`src/rtl/uart_ctrl_pkg.sv`:
```
// Shared definitions for the uart_tx arbiter and related UART control blocks.
// Holds the control FSM encoding and the requester-id width helper.
package uart_ctrl_pkg;

    typedef enum logic [1:0] {
        IDLE  = 2'b00,
        SEND  = 2'b01,
        DRAIN = 2'b10
    } state_t;

    function automatic int id_width(input int n);
        return (n > 1) ? $clog2(n) : 1;
    endfunction

endpackage

```
`src/rtl/uart_rr_arbiter.sv`:
```
// Combinational round-robin pick: search starts one past i_ptr and wraps.
// Zero latency; o_any is low and o_winner is 0 when no input is valid.
module uart_rr_arbiter
    import uart_ctrl_pkg::*;
#(
    parameter int N   = 4,
    parameter int IDW = id_width(N)
) (
    input  logic [N-1:0]   i_valid,
    input  logic [IDW-1:0] i_ptr,
    output logic [IDW-1:0] o_winner,
    output logic           o_any
);

    logic [IDW-1:0] w_idx;

    always_comb begin
        o_winner = '0;
        o_any    = 1'b0;
        w_idx    = '0;
        for (int k = 1; k <= N; k++) begin
            w_idx = IDW'((int'(i_ptr) + k) % N);
            if (!o_any && i_valid[w_idx]) begin
                o_winner = w_idx;
                o_any    = 1'b1;
            end
        end
    end

endmodule

```
`src/rtl/uart_tx_arbiter.sv`:
```
// Shares one uart_tx among N_REQ byte requesters, round-robin with optional packet lock.
// One registered grant per frame; the next grant needs one IDLE cycle after tx_ready returns.
module uart_tx_arbiter
    import uart_ctrl_pkg::*;
#(
    parameter int N_REQ     = 4,
    parameter int MAX_BURST = 16
) (
    input  logic                       clk,
    input  logic                       rst,
    input  logic [N_REQ-1:0]           req_valid,
    input  logic [N_REQ-1:0]           req_last,
    input  logic [8*N_REQ-1:0]         req_data,
    output logic [N_REQ-1:0]           req_ready,
    output logic [$clog2(N_REQ)-1:0]   grant_id,
    output logic                       busy,
    output logic                       locked,
    output logic [7:0]                 tx_data,
    output logic                       tx_send,
    input  logic                       tx_ready
);

    localparam int IDW = id_width(N_REQ);

    state_t           r_state, w_state_nxt;
    logic [IDW-1:0]   r_ptr, w_ptr_nxt;
    logic [IDW-1:0]   r_owner, w_owner_nxt;
    logic             r_lock, w_lock_nxt;
    logic [7:0]       r_cnt, w_cnt_nxt;
    logic [7:0]       r_tx_data, w_tx_data_nxt;
    logic             r_tx_send, w_tx_send_nxt;
    logic [N_REQ-1:0] r_req_ready, w_req_ready_nxt;
    logic [IDW-1:0]   r_grant_id, w_grant_id_nxt;
    logic             r_busy;

    logic             w_lock_hold;
    logic [N_REQ-1:0] w_mask;
    logic [IDW-1:0]   w_win;
    logic             w_any;
    logic [7:0]       w_sel_data;
    logic [7:0]       w_cnt_base;

    // Owner keeps exclusivity only while it still presents a byte.
    assign w_lock_hold = r_lock && req_valid[r_owner];
    assign w_mask      = w_lock_hold ? (req_valid & (N_REQ'(1) << r_owner)) : req_valid;

    uart_rr_arbiter #(.N(N_REQ), .IDW(IDW)) u_rr (
        .i_valid  (w_mask),
        .i_ptr    (r_ptr),
        .o_winner (w_win),
        .o_any    (w_any)
    );

    always_comb begin
        w_sel_data = '0;
        for (int i = 0; i < N_REQ; i++) begin
            if (w_win == IDW'(i)) w_sel_data = req_data[8*i +: 8];
        end
    end

    always_comb begin
        w_state_nxt     = r_state;
        w_ptr_nxt       = r_ptr;
        w_owner_nxt     = r_owner;
        w_lock_nxt      = r_lock;
        w_cnt_nxt       = r_cnt;
        w_tx_data_nxt   = r_tx_data;
        w_tx_send_nxt   = r_tx_send;
        w_req_ready_nxt = '0;
        w_grant_id_nxt  = r_grant_id;
        w_cnt_base      = w_lock_hold ? r_cnt : 8'd0;
        case (r_state)
            IDLE: begin
                if (r_lock && !req_valid[r_owner]) begin
                    w_lock_nxt = 1'b0;
                    w_cnt_nxt  = '0;
                end
                if (tx_ready && w_any) begin
                    w_tx_data_nxt   = w_sel_data;
                    w_tx_send_nxt   = 1'b1;
                    w_req_ready_nxt = N_REQ'(1) << w_win;
                    w_grant_id_nxt  = w_win;
                    w_ptr_nxt       = w_win;
                    w_state_nxt     = SEND;
                    if (!req_last[w_win] && ({1'b0, w_cnt_base} + 9'd1 < 9'(MAX_BURST))) begin
                        w_lock_nxt  = 1'b1;
                        w_owner_nxt = w_win;
                        w_cnt_nxt   = w_cnt_base + 8'd1;
                    end else begin
                        w_lock_nxt  = 1'b0;
                        w_cnt_nxt   = '0;
                    end
                end
            end
            SEND: begin
                if (!tx_ready) begin
                    w_tx_send_nxt = 1'b0;
                    w_state_nxt   = DRAIN;
                end
            end
            // uart_tx samples tx_data after ready falls, so data stays put here.
            DRAIN: begin
                if (tx_ready) w_state_nxt = IDLE;
            end
            default: w_state_nxt = IDLE;
        endcase
    end

    always_ff @(posedge clk or posedge rst) begin
        if (rst) begin
            r_state     <= IDLE;
            r_ptr       <= IDW'(N_REQ - 1);
            r_owner     <= '0;
            r_lock      <= 1'b0;
            r_cnt       <= '0;
            r_tx_data   <= '0;
            r_tx_send   <= 1'b0;
            r_req_ready <= '0;
            r_grant_id  <= '0;
            r_busy      <= 1'b0;
        end else begin
            r_state     <= w_state_nxt;
            r_ptr       <= w_ptr_nxt;
            r_owner     <= w_owner_nxt;
            r_lock      <= w_lock_nxt;
            r_cnt       <= w_cnt_nxt;
            r_tx_data   <= w_tx_data_nxt;
            r_tx_send   <= w_tx_send_nxt;
            r_req_ready <= w_req_ready_nxt;
            r_grant_id  <= w_grant_id_nxt;
            r_busy      <= (w_state_nxt != IDLE);
        end
    end

    assign req_ready = r_req_ready;
    assign grant_id  = r_grant_id;
    assign busy      = r_busy;
    assign locked    = r_lock;
    assign tx_data   = r_tx_data;
    assign tx_send   = r_tx_send;

endmodule

```
`config.mk`:
```
export PLATFORM = sky130hd
export DESIGN_NAME = uart_tx_arbiter
export DESIGN_NICKNAME = d
export VERILOG_FILES = /design/src/rtl/uart_ctrl_pkg.sv /design/src/rtl/uart_rr_arbiter.sv /design/src/rtl/uart_tx_arbiter.sv
export SDC_FILE = /design/constraint.sdc
export NUM_CORES = 1
export LEC_CHECK = 0
export ABC_AREA = 1
export CORE_MARGIN = 2
export CORE_UTILIZATION = 23
export CTS_BUF_LIST = sky130_fd_sc_hd__clkbuf_8
export CTS_CLUSTER_DIAMETER = 120
export DETAILED_ROUTE_END_ITERATION = 8
export SLEW_MARGIN = 20
export SYNTH_ARGS = -nofsm -noshare
export SYNTH_HDL_FRONTEND = slang
export SYNTH_SLANG_ARGS = --single-unit
```
`constraint.sdc`:
```
create_clock -name clk -period 2.3 [get_ports clk]
set_input_delay 0.46 -clock clk [delete_from_list [all_inputs] [get_ports clk]]
set_output_delay 0.46 -clock clk [all_outputs]
set_load 0.005 [all_outputs]
```
* After elaboration in Yosys (flattened, before gate mapping)
Index checks and enable logic that the tools add are counted.
Word-level totals: output and inout bits 17, input bits 43, logic and storage cells 95, bits in registers 31
Operators by class: bitwise logic cells 1, shift-type cells 2, reductions and logical operators 21, equality and inequality tests 7, multiplexer cells 41, magnitude comparators 7, $add $sub $neg 6
Operator list (number):
- $mux 8 | 8
- $lt 2x3->1 const B | 6
- $mux 1 | 15
- $mux 2 | 7
- $bmux 1 s2 | 6
- $mux 4 | 3
- $add 8x1->9 const B | 1
- $lt 9x5->1 const B | 1
- $add 8x1->8 const B | 1
- $shl 1x2->4 const A | 2
- $logic_and 1x1->1 | 7
- $eq 2x2->1 const B | 3
- $pmux 2 s3 | 1
- $reduce_and 3->1 | 2
- $reduce_bool 2->1 | 3
- $logic_not 1->1 | 5
- $add 2x1->2 const B | 2
- $add 2x2->2 const B | 2
- $and 4x4->4 | 1
- $eq 2x1->1 const B | 2
- $logic_not 2->1 | 2
- $ne 2x2->1 const B | 2
- $reduce_and 2->1 | 2
- $pmux 1 s2 | 1

* Longest topological paths before layout
Gate-level depths: netlist (run 1).
depth in word-level cells 22, gate-level depth with buffers 22, mapped depth without buffers 21

* Modules after synthesis
Synthesis (run 1) repeated with hierarchy kept, for this count alone.
Unflattened totals: cells, all modules 252, area total of the unflattened synthesis 1845.5 sq um
By module, submodules not included:
- uart_tx_arbiter | seq. area each 778.2 sq um, times used 1, cells an instance 200, area an instance 1574.0 sq um
- uart_rr_arbiter | seq. area each 0.0 sq um, times used 1, cells an instance 52, area an instance 271.5 sq um

* Least setup slack after synthesis (run 1)
OpenSTA, ideal clock, no wires.
kind register to register, start reg r_owner[0], end reg r_owner[0], buffers on the path 1, cell stages (with the launch flop) 21, data arrival time 2.249 ns, period minus slack after synthesis 2.366 ns, library setup time 0.117 ns, required time 2.183 ns, slack -0.066 ns, path through dfrtp_1 inv_2 nand2_1 nand2_1 nand2_2 nand2_4 nand2_4 buf_8 nor2_2 ha_1 nand2_1 nor3_2 nand2_1 xor2_1 inv_1 nor2_1 nand2_1 a21oi_2 nand2_2 nand2_1 nand2_1
Between the ends: cells in the longest elaborated chain, start to end 21, elaborated cells on any way between the ends 37, those cells by class 1 x add/sub; 1 x order compare; 1 x shift; 22 x mux; 1 x bitwise; 11 x reduce/logical
Ends and longest elaborated chain:
- start: declaration | line uart_tx_arbiter.sv:27 | logic [IDW-1:0] r_owner, w_owner_nxt;
- start signal: assignment | line uart_tx_arbiter.sv:124 | r_owner <= w_owner_nxt;
- $bmux 1 s2 | line uart_tx_arbiter.sv:44 | assign w_lock_hold = r_lock && req_valid[r_owner];
- $mux 1 (implied by the code) | line uart_tx_arbiter.sv:44
- $logic_and 1x1->1 | line uart_tx_arbiter.sv:44
- $mux 4 | line uart_tx_arbiter.sv:45 | assign w_mask = w_lock_hold ? (req_valid & (N_REQ'(1) << r_owner)) : req_valid;
- $bmux 1 s2 | line uart_rr_arbiter.sv:23 | if (!o_any && i_valid[w_idx]) begin
- $mux 1 (implied by the code) | line uart_rr_arbiter.sv:23
- $mux 1 | line uart_rr_arbiter.sv:23
- $logic_not 1->1 | line uart_rr_arbiter.sv:23
- [5 not listed]
- $logic_not 1->1 | line uart_rr_arbiter.sv:23
- $logic_and 1x1->1 | line uart_rr_arbiter.sv:23
- $mux 2 | line uart_rr_arbiter.sv:23
- $bmux 1 s2 | line uart_tx_arbiter.sv:85 | if (!req_last[w_win] && ({1'b0, w_cnt_base} + 9'd1 < 9'(MAX_BURST))) begin
- $mux 1 (implied by the code) | line uart_tx_arbiter.sv:85
- $logic_not 1->1 | line uart_tx_arbiter.sv:85
- $logic_and 1x1->1 | line uart_tx_arbiter.sv:85
- $reduce_and 3->1 (no line)
Several ways; a longest one is shown, not always the timed one. The select of a mux whose other input is x is not followed. A chain may end at the register's enable or synchronous reset.

* Worst setup path after layout (run 1)
Same ends and word-level chain as after synthesis.

==> results of run 1 <==
[per-stage QoR]
step | util [%] | hold slack, ns | std cells
2_1_floorplan | - | 0.4492 | 291
3_3_place_gp | 34.24 | 0.4589 | 479
3_5_place_dp | 34.24 | 0.4698 | 479
4_1_cts | 37.03 | 0.4861 | 500
5_1_grt | 40.17 | 0.5211 | 505
6_report | 40.17 | 0.4849 | 505
[sequential cells by signal, summed over array words and instances (netlist names)]
register / flops
r_cnt: 8
grant_id: 2
locked: 1
tx_data: 8
busy: 1
r_ptr: 2
r_state: 2
tx_send: 1
r_owner: 2
req_ready: 4
[kinds of logic after synthesis]
kind of cell | share of synthesized area [%]
compound gates | 3.924
xor+xnor | 1.249
fa+ha+maj | 0.5944
buf+inv | 7.907
flops | 36.98
simple gates | 49.35
[cell usage in the layout, fill, tap and decap left out, drive strengths merged]
| cell type | count |
|---|---|
| clkinvlp | 1 |
| nand2 | 97 |
| dfrtp | 29 |
| xor2 | 2 |
| dlygate4sd2 | 4 |
| clkbuf | 5 |
| nor3 | 4 |
| clkdlybuf4s50 | 55 |
| ha | 1 |
| nand3b | 2 |
| clkinv | 1 |
| a21oi | 4 |
| nand3 | 51 |
| o31ai | 1 |
| nor2 | 50 |
| inv | 28 |
| buf | 47 |
| nand4 | 3 |
| or2 | 1 |
| o21ai | 6 |
| nor3b | 1 |
| xnor2 | 1 |
| a31oi | 1 |
| dfstp | 2 |
[cell type report]
cell class	instances	share of cell area [%]
Inverter	27	3.113
Multi-Input combinational cell	225	40.50
Tap cell	108	3.820
Clock inverter	3	0.3537
Sequential cell	31	22.00
Clock buffer	5	1.946
Timing Repair Buffer	106	28.26
[how the worst max path moves through the flow]
stage / end / cells past startpoint / slack, ns
2_1_floorplan: r_owner[0] / 20 / 0.02
3_3_place_gp: req_ready[0] / 16 / -0.56
3_5_place_dp: r_owner[0] / 18 / -0.58
4_1_cts: r_owner[0] / 19 / -0.11
5_1_grt: r_owner[0] / 19 / -0.25
6_report: r_owner[0] / 19 / -0.12
[worst max-delay path: cells and delay by family (launching register included)]
| family | cells | cell delay [ns] |
|---|---|---|
| AO/OA/AOI/OAI | 1 | 0.20 |
| adder cells (fa/ha/maj) | 1 | 0.16 |
| AND/OR/NAND/NOR | 14 | 1.25 |
| flip-flops | 1 | 0.42 |
| XOR/XNOR | 1 | 0.13 |
| buffers and inverters | 2 | 0.16 |
[timing repair]
action	4_1_cts	5_1_grt
endpoints found under the setup margin	29	29
buffers inserted	13	6
resized for setup	23	62
pin swaps	19	34
[metal layers]
metal	global-route usage [%]	routed length (µm)	vias up
li1	-	-	1138
met2	21.15	3046	56
met5	0	0	-
met1	15.80	2832	1031
met3	3.865	358	2
met4	3.161	18	0
[power by group through the flow]
| stage | Combinational, mW | Clock (mW) | Sequential [mW] |
|---|---|---|---|
| floorplan | 2.40 | 0 | 0.890 |
| global placement | 3.43 | 0 | 0.924 |
| detailed placement | 3.46 | 0 | 0.925 |
| CTS | 3.90 | 0.407 | 0.933 |
| global route | 5.08 | 0.428 | 0.960 |
| finish | 4.63 | 0.388 | 0.935 |
==> flow_summary.ini, run 1 <==
[placed_design]
place.gp.congestion = 0.8744
dp_hpwl_um = 4566
dpl-instance-area_mm2 = 0.003015
pre_cts_ws_ns = -0.5750
io_buffers = 59

[detailed_routing]
vias = 2227
wl_per_cell_um = 12.39
vias_per_cell = 4.410
first_iter_violations = 96
postRouteAntennaNets = 0
routed_wl_um = 6255
drc_errors = 0
dr.pass1.iters = 4

[worst_setup_path]
cp.required_ns = 2.47
crit_arrival_ns = 2.59
worstSetupPathType = flip-flop to flip-flop
critical_path.cell_chain = inv_2 -> nand2_1 -> nand2_1 -> nand2_2 -> nand2_4 -> nand2_8 -> nor2_4 -> ha_4 -> nand2_4 -> nor3_4 -> nand2_1 -> xor2_1 -> inv_1 -> nor2_1 -> nand2_1 -> a21oi_4 -> nand2_2 -> nand2_1 -> nand2_1
max_stage_delay_ns = 0.42
cp_common_cell = nand2_1
startpoint_type = flip-flop
crit_path_top_delay_cell = dfrtp_1
reg2reg_depth = 19
crit_start = r_owner[0]
reg2reg_slack_ns = -0.12
reg2reg_to = r_owner[0]
end_kind = flip-flop
crit_fanout = 7
worstReg2RegStart = r_owner[0]

[hold_path]
min_from = grant_id[1]
hp-class = flip-flop to flip-flop
hold_end = grant_id[1]
whs_path_depth = 2

[floorplan]
ioPinCount = 60
die_x_um = 99.66
dieArea_mm2 = 0.009931
fp.dieH_um = 99.66
initial_core_util_pct = 23.90
rows = 34
core_mm2 = 0.008806

[synthesis]
syn_inst = 291
yosys.cell_count.top_type = nand2_1
synth_seq_area_share_pct = 36.98
synth_top_area_cell = dfrtp_1
async_reset_ff_share_pct = 100.0
syn_nets = 335
synth_area_leaders = dfrtp_1 34%, nand2_1 15%, nand3_1 9.8%
synth-warning-count = 0
netlist_area_mm2 = 0.002105
ys.flop_type = dfrtp_1
ys_top_cells_by_count = 85 x nand2_1, 42 x nor2_1, 41 x nand3_1
ys_ff_latch = 31
synth-edff-count = 0
syn_area_per_cell_um2 = 7.232
synthDistinctLibCells = 35
synth_top_area_share_pct = 34.48

[timing]
fin_crit_sh_pct = 105.2
maxSlewViolCount = 0
fin_worst_skew_ns = 0.002453
fin_setup_tns_ns = -0.7270
timing.fmax_ghz = 0.4133
final-setup-viol-count = 17
timing_hold_violations_final = 0
rsz0062_at_grt = yes
period_minus_slack_ns = 2.419
tightest_slew_ns = 0.4993
relSlewSlack_pct = 66.72
setup_ws_ns = -0.1193

[layout]
fin_area_mm2 = 0.003537
area_delta_synth_final_pct = 68.07
multi_input_area_mm2 = 0.001433
drive_above_1_share_pct = 37.78
antenna_cells = 0
fin_nets = 440
fill_cells = 904
seqCellArea_um2 = 778.2

[global_routing]
grt_usage_pct = 12.60
grt_antenna_before_repair = 0
grt_max_degree = 32
overflow = 0
grt_pass1_vias = 2134
grt_pass1_wl_um = 9977

[power_and_ir_drop]
power.switching_mw = 2.861
leakage_nw = 1.619
internal_power_mw = 3.089
combPwrFrac_pct = 77.8
p_total_mw = 5.950
vdd_drop_max_v = 0.001164
p_clk_share_pct = 6.5
pwr-share-seq_pct = 15.7
p_sw_share_pct = 48.09
powerDensity_mw_per_mm2 = 1682

[outcome]
violations = setup timing
status = finished, violations left

[clock_network]
hold_buffers = 0
clk_pin_slew_ns = 0.06
clockBufferDepth = 2
cts_root_buf = clkbuf_8
numCtsBuffers = 5
htreeDepth = 2
cts_tree = yes
clock_latency_ns = 0.28
cts_sinks = 31

[flow_run]
max-cap-violations = 0
(Power assumes the default switching activity.)
==> run 2, diff against run 1 <==
Settings changed: ABC_AREA 1 to not set.
Clock period 2.3 ns to 2 ns, I/O delays scaled along.
==> run 2 against run 1 <==
Compared with the run above: the flow still finishes with violations (setup timing); via count shrank 22%; wire length decreased by 19%; sequential power increased by 5.7%; area after synthesis is 13% lower; utilization is 0.38 points lower; power down 37%; synthesized cell count fell by 37%; count of clock-buffer cells in the layout up 2; clock power increased by 41%; first-iteration DRC count shrank 30%; sequential share of layout area increased by 3.4 points; non-clock buffer count down 4; critical path type unchanged; highest routed layer unchanged.
==> flow_summary.ini, run 2 <==
[synthesis]
synthDistinctLibCells = 45
synth_top_area_cell = dfrtp_1
synth-warning-count = 0
ys_ff_latch = 31
synth_seq_area_share_pct = 42.34
ys.flop_type = dfrtp_1
yosys.cell_count.top_type = dfrtp_1
ys_top_cells_by_count = 29 x dfrtp_1, 20 x nor2_1, 15 x mux2_2
synth_area_leaders = dfrtp_1 39%, mux2_2 9.2%, mux2i_1 6.5%
syn_nets = 228
syn_area_per_cell_um2 = 9.989
syn_inst = 184
synth_top_area_share_pct = 39.48
async_reset_ff_share_pct = 100.0
netlist_area_mm2 = 0.001838
synth-edff-count = 0

[worst_setup_path]
critPathBufInv = 2
crit_path_top_delay_cell = dfrtp_2
worstReg2RegStart = r_owner[0]
startpoint_type = flip-flop
crit_fanout = 5
reg2reg_slack_ns = -0.49
end_kind = flip-flop
critical_path.cell_chain = buf_6 -> mux2i_4 -> buf_4 -> o21ai_0 -> o221ai_2 -> o2bb2ai_4 -> mux2_4 -> a41o_1 -> a22o_1
cp_top_family = compound AO/OA/AOI/OAI gates
worstSetupPathType = flip-flop to flip-flop
crit_arrival_ns = 2.66
crit_start = r_owner[0]
max_stage_delay_ns = 0.41
cp.required_ns = 2.17

[timing]
fin_crit_sh_pct = 124.3
rsz0062_at_grt = yes
maxSlewViolCount = 0
timing.fmax_ghz = 0.4022
setup_ws_ns = -0.4861
fin_worst_skew_ns = 0.005606
fin_setup_tns_ns = -5.246
relSlewSlack_pct = 73.35
timing_hold_violations_final = 0
period_minus_slack_ns = 2.486
tightest_slew_ns = 0.3998
final-setup-viol-count = 15

[layout]
fill_cells = 778
drive_above_1_share_pct = 33.33
fin_cells = 387
fin_nets = 328
final_common_cell = clkdlybuf4s50_1
area_delta_synth_final_pct = 67.26
antenna_cells = 0
mostFrequentLayoutCells = 55 x clkdlybuf4s50_1, 38 x buf_4, 28 x dfrtp_1, 19 x nor2_1, 13 x a21oi_1

[detailed_routing]
vias_per_cell = 4.483
postRouteAntennaNets = 0
dr.pass1.iters = 4
wl_per_cell_um = 13.09
first_iter_violations = 67
routed_wl_um = 5064
drc_errors = 0
vias = 1735

[floorplan]
initial_core_util_pct = 23.79
core_mm2 = 0.007727
die_x_um = 93.40
fp.dieH_um = 93.40
rows = 32
dieArea_mm2 = 0.008723
ioPinCount = 60

[placed_design]
dp_hpwl_um = 3744
io_buffers = 59
pre_cts_ws_ns = -0.8286
place_inst = 373
place.gp.congestion = 0.8422

[global_routing]
grt_pass1_vias = 1732
grt_pass1_wl_um = 7914
grt_antenna_before_repair = 0
grt_max_degree = 32
overflow = 0
grt_usage_pct = 11.44

[hold_path]
hp-class = input pin to async pin

[clock_network]
htreeDepth = 2
numCtsBuffers = 5
cts_root_buf = clkbuf_8
clockBufferDepth = 2
hold_buffers = 0
cts_tree = yes
clock_latency_ns = 0.28
cts_sinks = 31
clk_pin_slew_ns = 0.07

[flow_run]
max-cap-violations = 0

[outcome]
violations = setup timing
status = finished, violations left

[power_and_ir_drop]
powerDensity_mw_per_mm2 = 1217
vdd_drop_max_v = 0.0004890
leakage_nw = 1.338
run 2: cell count changes in the layout (fill, tap and decap cells not counted), moves of 8 or more:
| cell | change |
|---|---|
| nor2_1 | -14 |
| nand2_1 | -53 |
| mux2i_1 | +12 |
| nor2_2 | -8 |
| inv_1 | -13 |
| nand3_2 | -19 |
| nand3_1 | -22 |
| a21oi_1 | +12 |
| mux2_2 | +12 |
| nor2_4 | -8 |
| nand2_2 | -26 |
run 2: timing repair:
item	CTS	global route
setup buffers	5	0
pin swaps	7	4
gates cloned	0	1
endpoints found under the setup margin	27	27
resized for setup	12	17
run 2: tightest hold or removal path: cells and delay by family:
kind,cells,cell delay [ns]
buffers and inverters,3,0.80
run 2: layer usage:
layer	GRT usage [%]	part of all wire, %	up-vias
met3	2.901	4.6	2
met1	14.91	46	835
met2	18.35	49	43
met5	0	0	-
met4	4.044	0.79	0
li1	-	-	855
run 2: kinds of logic (layout without fill, tap and decap cells):
| family | Yosys count | after routing | synth area share (%) |
|---|---|---|---|
| AND/OR/NAND/NOR | 61 | 61 | 17.22 |
| AO/OA/AOI/OAI | 41 | 41 | 15.32 |
| multiplexers | 32 | 32 | 19.13 |
| flip-flops | 31 | 31 | 42.34 |
| buffers and inverters | 17 | 118 | 4.833 |
| adder cells (fa/ha/maj) | 1 | 1 | 0.6806 |
| XOR/XNOR | 1 | 1 | 0.4766 |
run 2: per-stage QoR:
stage / cell area, µm² / hold slack [ns] / total power [mW] / utilization, %
2_1_floorplan: 1903 / 0.4540 / 2.098 / -
3_3_place_gp: 2846 / 0.4867 / 2.944 / 36.84
3_5_place_dp: 2846 / 0.4769 / 2.973 / 36.84
4_1_cts: 3004 / 0.4947 / 3.608 / 38.88
5_1_grt: 3074 / 0.5090 / 3.986 / 39.78
6_report: 3074 / 0.4960 / 3.740 / 39.78
run 2: final timing paths:
kind / to / depth (start not counted)
min in group clk: r_cnt[7] / 1
min: busy / 3
max reg2reg: r_cnt[2] / 9
min reg2reg: r_cnt[7] / 1
max: r_cnt[2] / 9
max in group asynchronous: r_ptr[0] / 3
run 2: final cells by class:
cell class	count	area, µm²	area share (%)
repair buffers	102	932.1	30.32
clock inverters	1	7.507	0.2442
flip-flops and latches	31	779.5	25.36
inverters	8	30.03	0.9768
well taps	102	127.6	4.151
multi-input cells	136	1101	35.82
clock buffers	7	96.34	3.134
run 2: where the power goes:
part / switching [mW] / internal (mW)
clock: 0.236 / 0.313
combinational: 0.919 / 1.28
sequential: 0.149 / 0.839
total: 1.30 / 2.44
